===== config.mk =====
export PLATFORM = sky130hd
export DESIGN_NAME = bw_io_bscan_drv_flat
export DESIGN_NICKNAME = d
export VERILOG_FILES = /design/src/rtl/bw_io_bscan_drv_pkg.sv /design/src/rtl/bw_io_bscan_drv_if.sv /design/src/rtl/bw_io_bscan_drv_cell.sv /design/src/rtl/bw_io_bscan_drv.sv /design/src/flat_wrapper.sv
export SDC_FILE = /design/constraint.sdc
export NUM_CORES = 1
export LEC_CHECK = 0
export BUFFER_PORTS_ARGS = -buffer_cell sky130_fd_sc_hd__buf_4
export CORE_AREA = 2 2 67 69
export DETAILED_ROUTE_END_ITERATION = 6
export DIE_AREA = 0 0 69 71
export HOLD_SLACK_MARGIN = 0.08
export PLACE_DENSITY = 0.53
export SLEW_MARGIN = 25
export SYNTH_ARGS = -nofsm -noshare
export SYNTH_HDL_FRONTEND = slang
export SYNTH_SLANG_ARGS = --single-unit

===== constraint.sdc =====
create_clock -name clk -period 2.59 [get_ports clk]
set_input_delay 0.777 -clock clk [delete_from_list [all_inputs] [get_ports clk]]
set_output_delay 0.777 -clock clk [all_outputs]
set_load 0.02 [all_outputs]

===== src/rtl/bw_io_bscan_drv_pkg.sv =====
// bw_io_bscan_drv_pkg: shared AC burst FSM encoding and segment defaults
package bw_io_bscan_drv_pkg;
  typedef enum logic [1:0] {IDLE = 2'b00, BURST = 2'b01, DONE = 2'b10} ac_state_t;
  localparam int NPAD_DEF      = 4;
  localparam int AC_PULSES_DEF = 8;
  localparam int CNT_W_DEF     = 8;
endpackage


===== src/rtl/bw_io_bscan_drv_if.sv =====
// bw_io_bscan_drv_if: scan control, core and pad signals of the boundary-scan drive segment
interface bw_io_bscan_drv_if #(parameter int NPAD = 4);
  logic            scan_in;
  logic            scan_out;
  logic            capture_dr;
  logic            shift_dr;
  logic            update_dr;
  logic            extest;
  logic            ac_mode;
  logic            ac_start;
  logic [NPAD-1:0] core_data;
  logic [NPAD-1:0] core_oe;
  logic [NPAD-1:0] pad_data;
  logic [NPAD-1:0] pad_oe;
  logic            ac_busy;
  logic            ac_done;
  modport master (
    output scan_in, capture_dr, shift_dr, update_dr, extest, ac_mode, ac_start, core_data, core_oe,
    input  scan_out, pad_data, pad_oe, ac_busy, ac_done
  );
  modport slave (
    input  scan_in, capture_dr, shift_dr, update_dr, extest, ac_mode, ac_start, core_data, core_oe,
    output scan_out, pad_data, pad_oe, ac_busy, ac_done
  );
endinterface


===== src/rtl/bw_io_bscan_drv_cell.sv =====
// bw_io_bscan_drv_cell: one boundary-scan shift flop plus its update flop
module bw_io_bscan_drv_cell (
  input  logic clk,
  input  logic rst_l,
  input  logic i_cap_val,
  input  logic i_si,
  input  logic i_capture,
  input  logic i_shift,
  input  logic i_update,
  output logic o_sh,
  output logic o_upd
);
  logic r_sh;
  logic r_upd;
  always_ff @(posedge clk or negedge rst_l) begin
    if (!rst_l) begin
      r_sh  <= 1'b0;
      r_upd <= 1'b0;
    end else begin
      r_sh  <= i_capture ? i_cap_val : i_shift ? i_si : r_sh;
      r_upd <= i_update ? r_sh : r_upd;
    end
  end
  assign o_sh  = r_sh;
  assign o_upd = r_upd;
endmodule


===== src/rtl/bw_io_bscan_drv.sv =====
// bw_io_bscan_drv: boundary-scan drive segment with EXTEST pad mux and AC toggle burst
module bw_io_bscan_drv
  import bw_io_bscan_drv_pkg::*;
#(
  parameter int NPAD      = NPAD_DEF,
  parameter int AC_PULSES = AC_PULSES_DEF,
  parameter int CNT_W     = CNT_W_DEF
) (
  input logic               clk,
  input logic               rst_l,
  bw_io_bscan_drv_if.slave  bus
);
  localparam logic [CNT_W-1:0] LOAD = CNT_W'(AC_PULSES - 1);
  logic [2*NPAD-1:0] w_cap, w_si, w_sh, w_upd;
  logic [NPAD-1:0]   w_upd_data, w_upd_oe;
  ac_state_t         r_state, w_state_nx;
  logic [CNT_W-1:0]  r_cnt, w_cnt_nx;
  logic              r_tgl, w_tgl_nx;
  logic              w_armed;
  // even chain positions hold oe, odd positions hold data, oe cell 0 sits next to scan_in
  for (genvar i = 0; i < NPAD; i++) begin : g_pad
    assign w_cap[2*i]   = bus.core_oe[i];
    assign w_cap[2*i+1] = bus.core_data[i];
    assign w_upd_oe[i]   = w_upd[2*i];
    assign w_upd_data[i] = w_upd[2*i+1];
  end
  assign w_si = {w_sh[2*NPAD-2:0], bus.scan_in};
  for (genvar k = 0; k < 2*NPAD; k++) begin : g_cell
    bw_io_bscan_drv_cell u_cell (
      .clk       (clk),
      .rst_l     (rst_l),
      .i_cap_val (w_cap[k]),
      .i_si      (w_si[k]),
      .i_capture (bus.capture_dr),
      .i_shift   (bus.shift_dr),
      .i_update  (bus.update_dr),
      .o_sh      (w_sh[k]),
      .o_upd     (w_upd[k])
    );
  end
  assign bus.scan_out = w_sh[2*NPAD-1];
  assign bus.pad_oe   = bus.extest ? w_upd_oe : bus.core_oe;
  assign bus.pad_data = bus.extest ? w_upd_data ^ {NPAD{r_tgl}} : bus.core_data;
  assign bus.ac_busy  = r_state == BURST;
  assign bus.ac_done  = r_state == DONE;
  assign w_armed      = bus.extest & bus.ac_mode;
  always_ff @(posedge clk or negedge rst_l) begin
    if (!rst_l) begin
      r_state <= IDLE;
      r_cnt   <= '0;
      r_tgl   <= 1'b0;
    end else begin
      r_state <= w_state_nx;
      r_cnt   <= w_cnt_nx;
      r_tgl   <= w_tgl_nx;
    end
  end
  always_comb begin
    w_state_nx = r_state;
    w_cnt_nx   = r_cnt;
    w_tgl_nx   = r_tgl;
    case (r_state)
      IDLE: if (bus.ac_start && w_armed) begin
        w_state_nx = BURST;
        w_cnt_nx   = LOAD;
        w_tgl_nx   = 1'b1;
      end
      BURST: if (!w_armed) begin
        w_state_nx = IDLE;
        w_cnt_nx   = '0;
        w_tgl_nx   = 1'b0;
      end else if (r_cnt == '0) begin
        w_state_nx = DONE;
        w_tgl_nx   = 1'b0;
      end else begin
        w_cnt_nx   = r_cnt - CNT_W'(1);
        w_tgl_nx   = ~r_tgl;
      end
      default: w_state_nx = IDLE;
    endcase
  end
endmodule

===== src/flat_wrapper.sv =====
// flat-port wrapper written by rule: the top's interface ports become plain ports
module bw_io_bscan_drv_flat import bw_io_bscan_drv_pkg::*;
#(
  parameter int NPAD      = NPAD_DEF,
  parameter int AC_PULSES = AC_PULSES_DEF,
  parameter int CNT_W     = CNT_W_DEF
)
  (clk, rst_l, bus_scan_in, bus_capture_dr, bus_shift_dr, bus_update_dr, bus_extest, bus_ac_mode, bus_ac_start, bus_core_data, bus_core_oe, bus_scan_out, bus_pad_data, bus_pad_oe, bus_ac_busy, bus_ac_done);
  bw_io_bscan_drv_if #(.NPAD(NPAD)) bus_i ();
  input logic clk;
  input logic rst_l;
  input wire logic [$bits(bus_i.scan_in)-1:0] bus_scan_in;
  input wire logic [$bits(bus_i.capture_dr)-1:0] bus_capture_dr;
  input wire logic [$bits(bus_i.shift_dr)-1:0] bus_shift_dr;
  input wire logic [$bits(bus_i.update_dr)-1:0] bus_update_dr;
  input wire logic [$bits(bus_i.extest)-1:0] bus_extest;
  input wire logic [$bits(bus_i.ac_mode)-1:0] bus_ac_mode;
  input wire logic [$bits(bus_i.ac_start)-1:0] bus_ac_start;
  input wire logic [$bits(bus_i.core_data)-1:0] bus_core_data;
  input wire logic [$bits(bus_i.core_oe)-1:0] bus_core_oe;
  output wire logic [$bits(bus_i.scan_out)-1:0] bus_scan_out;
  output wire logic [$bits(bus_i.pad_data)-1:0] bus_pad_data;
  output wire logic [$bits(bus_i.pad_oe)-1:0] bus_pad_oe;
  output wire logic [$bits(bus_i.ac_busy)-1:0] bus_ac_busy;
  output wire logic [$bits(bus_i.ac_done)-1:0] bus_ac_done;
  assign bus_i.scan_in = bus_scan_in;
  assign bus_i.capture_dr = bus_capture_dr;
  assign bus_i.shift_dr = bus_shift_dr;
  assign bus_i.update_dr = bus_update_dr;
  assign bus_i.extest = bus_extest;
  assign bus_i.ac_mode = bus_ac_mode;
  assign bus_i.ac_start = bus_ac_start;
  assign bus_i.core_data = bus_core_data;
  assign bus_i.core_oe = bus_core_oe;
  assign bus_scan_out = bus_i.scan_out;
  assign bus_pad_data = bus_i.pad_data;
  assign bus_pad_oe = bus_i.pad_oe;
  assign bus_ac_busy = bus_i.ac_busy;
  assign bus_ac_done = bus_i.ac_done;
  bw_io_bscan_drv #(.NPAD(NPAD), .AC_PULSES(AC_PULSES), .CNT_W(CNT_W)) u_core (.clk(clk), .rst_l(rst_l), .bus(bus_i));
endmodule

==> impl_metrics.env <==
export IMPL_outcome="completed"
export IMPL_firstDrtPassIters=4
export IMPL_die_y_um=71
export IMPL_finalMaxSlewViolations=0
export IMPL_maxSlewHeadroom=0.699
export IMPL_wirelength_um=3020
export IMPL_worst_slack_ps=326
export IMPL_post_cts_setup_buffers=0
export IMPL_ys_seq_elements=27
export IMPL_synth_simple_gate_area_frac=0.137
export IMPL_final_core_util=0.402
export IMPL_fin_skew_ps=2.31
export IMPL_io_pins=28
export IMPL_rsz0062_at_grt="no"
export IMPL_fin_crit_sh=0.874
export IMPL_crit_required_ps=1810
export IMPL_power_internal_uw=869
export IMPL_worstSetupEndpointType="output pin"
export IMPL_totalPowerFinal_mw=1.39
export IMPL_via_per_inst=5.09
export IMPL_initial_core_util=0.339
export IMPL_drc=0
export IMPL_rows=24
export IMPL_cts_tree="done"
export IMPL_final_cell_area_mm2=0.00169
export IMPL_grt_first_pass_wirelength_um=5060
export IMPL_path_cells="buf_4, mux2_2, buf_4"
export IMPL_synth_area_top_cells="dfrtp_1 (47%), mux2_2 (9.5%), mux2i_1 (5.6%)"
export IMPL_cts_buffer_depth=2
export IMPL_clk_latency_ps=270
export IMPL_setup_viol=0
export IMPL_ys_flop_type="dfrtp_1"
export IMPL_yosysSeqAreaShare=0.475
export IMPL_synth_edff_count=0
export IMPL_critical_path_top_delay_family="multiplexers"
export IMPL_synth_most_common_cell="dfrtp_1"
export IMPL_p_seq_frac=0.435
export IMPL_drv_cap=0
export IMPL_grt_ovfl_total=0
export IMPL_synth_largest_area_cell="dfrtp_1"
export IMPL_setup_tns_ps=0
export IMPL_switching_share=0.376
export IMPL_layout_cells_non_filler=218
export IMPL_dpl_cell_area_mm2=0.00165
export IMPL_synth_compound_area_frac=0.147
export IMPL_powerDensity_mw_per_mm2=822
export IMPL_crit_type="input pin to output pin"
export IMPL_synth_top_family_by_area="multiplexers"
export IMPL_worst_path_buf_inv=2
export IMPL_ys_warn_count=0
export IMPL_switching_power_uw=523
export IMPL_hpwl_um=2200
export IMPL_clock_power_share=0.170
export IMPL_place_congestion=0.730
export IMPL_grt_pass1_vias=1058
export IMPL_drtIter0Drc=33
export IMPL_async_flop_share=1.00
export IMPL_synthMuxAreaShare=0.151
export IMPL_grt_max_degree=28
export IMPL_clkSlewWorstSetupHoldPaths_ps=90
export IMPL_synth_xor_area_share=0.0308
export IMPL_syn_to_final_growth_pct=18.8
export IMPL_synthesis_area_mm2=0.00142
export IMPL_fmax_ghz=0.442
export IMPL_syn_area_per_cell_um2=9.96
export IMPL_synth_commonest_cells="dfrtp_1 (27), o21ai_0 (15), nor2_1 (14), nand2_1 (13), mux2_2 (12)"
export IMPL_core_area_mm2=0.00420
export IMPL_worst_path_most_repeated_cell="buf_4"
export IMPL_nFillCells=427
export IMPL_critPathLaunchType="input pin"
export IMPL_syn_inst=143
export IMPL_tightest_slew_ps=446
export IMPL_cts_buffers_inserted=3
export IMPL_pwr_share_comb=0.395
export IMPL_place_ws_ps=326
export IMPL_period_minus_slack_ps=2260
export IMPL_crit_arrival_ps=1490
export IMPL_antenna_found_initial=0
export IMPL_path_max_fanout=15
export IMPL_cts_hold_buf=0
export IMPL_htree_levels=1
export IMPL_dp_cells=214
export IMPL_cpMaxStageDelayCell="mux2_2"
export IMPL_drive_gt1_frac=0.271
export IMPL_synth_distinct_cells=29
export IMPL_synthAdderAreaFrac=0.0176
export IMPL_final_nets=186
export IMPL_num_antenna_cells=0
export IMPL_cts_resized=0
export IMPL_hold_viol=0
export IMPL_synth_top_area_frac=0.475
export IMPL_critPathMaxStageDelay_ps=360
export IMPL_wl_per_cell_um=13.8
export IMPL_dieWidth_um=69
export IMPL_cts_root_buf="clkbuf_8"
export IMPL_rrSetupSlack_ps=610
export IMPL_vias=1110
export IMPL_track_usage=0.128
export IMPL_min_path_type="input pin to async pin"
export IMPL_ant_nets=0
export IMPL_hold_ws_ps=404
export IMPL_port_buffers=27
export IMPL_die_area_mm2=0.00490
export IMPL_synthesis_nets=162
export IMPL_power_leakage_nw=0.761
export IMPL_ir_drop_v=0.000354
export IMPL_clkSinkCount=27
==> final timing paths <==
kind,cells after the start,to,start
max,3,bus_pad_oe[3],bus_extest
min in group clk,1,u_core.r_cnt[7]$_DFFE_PN0P_,u_core.r_cnt[7]$_DFFE_PN0P_
min,1,u_core.g_cell[4].u_cell.o_sh$_DFFE_PN0P_,rst_l
max reg2reg,4,u_core.r_cnt[7]$_DFFE_PN0P_,u_core.r_cnt[3]$_DFFE_PN0P_
min reg2reg,1,u_core.r_cnt[7]$_DFFE_PN0P_,u_core.r_cnt[7]$_DFFE_PN0P_
max in group asynchronous,1,u_core.r_state[1]$_DFFE_PN0P_,rst_l
==> state kept, by name (all words and copies together), names as in the netlist <==
signal,flops
u_core.g_cell.u_cell.o_sh,8
u_core.g_cell.u_cell.o_upd,8
u_core.r_cnt,8
u_core.r_state,2
u_core.r_tgl,1
==> routing by layer <==
| metal | wire length (um) | global-route usage | up-vias |
|---|---|---|---|
| li1 | - | - | 551 |
| met1 | 1550 | 0.185 | 537 |
| met2 | 1360 | 0.197 | 18 |
| met3 | 74 | 0.0214 | 4 |
| met4 | 32 | 0.0436 | 0 |
| met5 | 0 | 0 | - |
==> cell type report <==
type,instances,area [um^2],area share
multi-input cells,104,688,0.407
flip-flops and latches,27,676,0.399
repair buffers,27,203,0.120
well taps,52,65.1,0.0385
clock buffers,4,45.0,0.0266
inverters,4,15.0,0.00888
==> layout by cell type, fill, tap and decap left out, drive strengths merged, types with 3 or more instances in the layout <==
cell	n
buf	27
dfrtp	27
o21ai	16
nor2	14
nand2	13
mux2	12
a21oi	8
mux2i	8
inv	4
xnor2	4
clkbuf	4
a31oi	3
nand3	3
==> power groups by stage <==
stage | Sequential, mW | Clock (mW) | Combinational (mW)
after global placement | 0.610 | 0 | 0.539
after detailed placement | 0.613 | 0 | 0.550
after floorplan | 0.572 | 0 | 0.430
final | 0.605 | 0.237 | 0.550
after CTS | 0.604 | 0.246 | 0.553
after global routing | 0.619 | 0.267 | 0.602
==> cells by family (layout without fill, tap and decap cells) <==
family / after synthesis / after routing
flops: 27 / 27
simple gates: 42 / 42
compound gates: 35 / 35
fa+ha+maj: 2 / 2
mux: 20 / 20
xor+xnor: 5 / 5
buf+inv: 12 / 35
(Power assumes the default switching activity.)
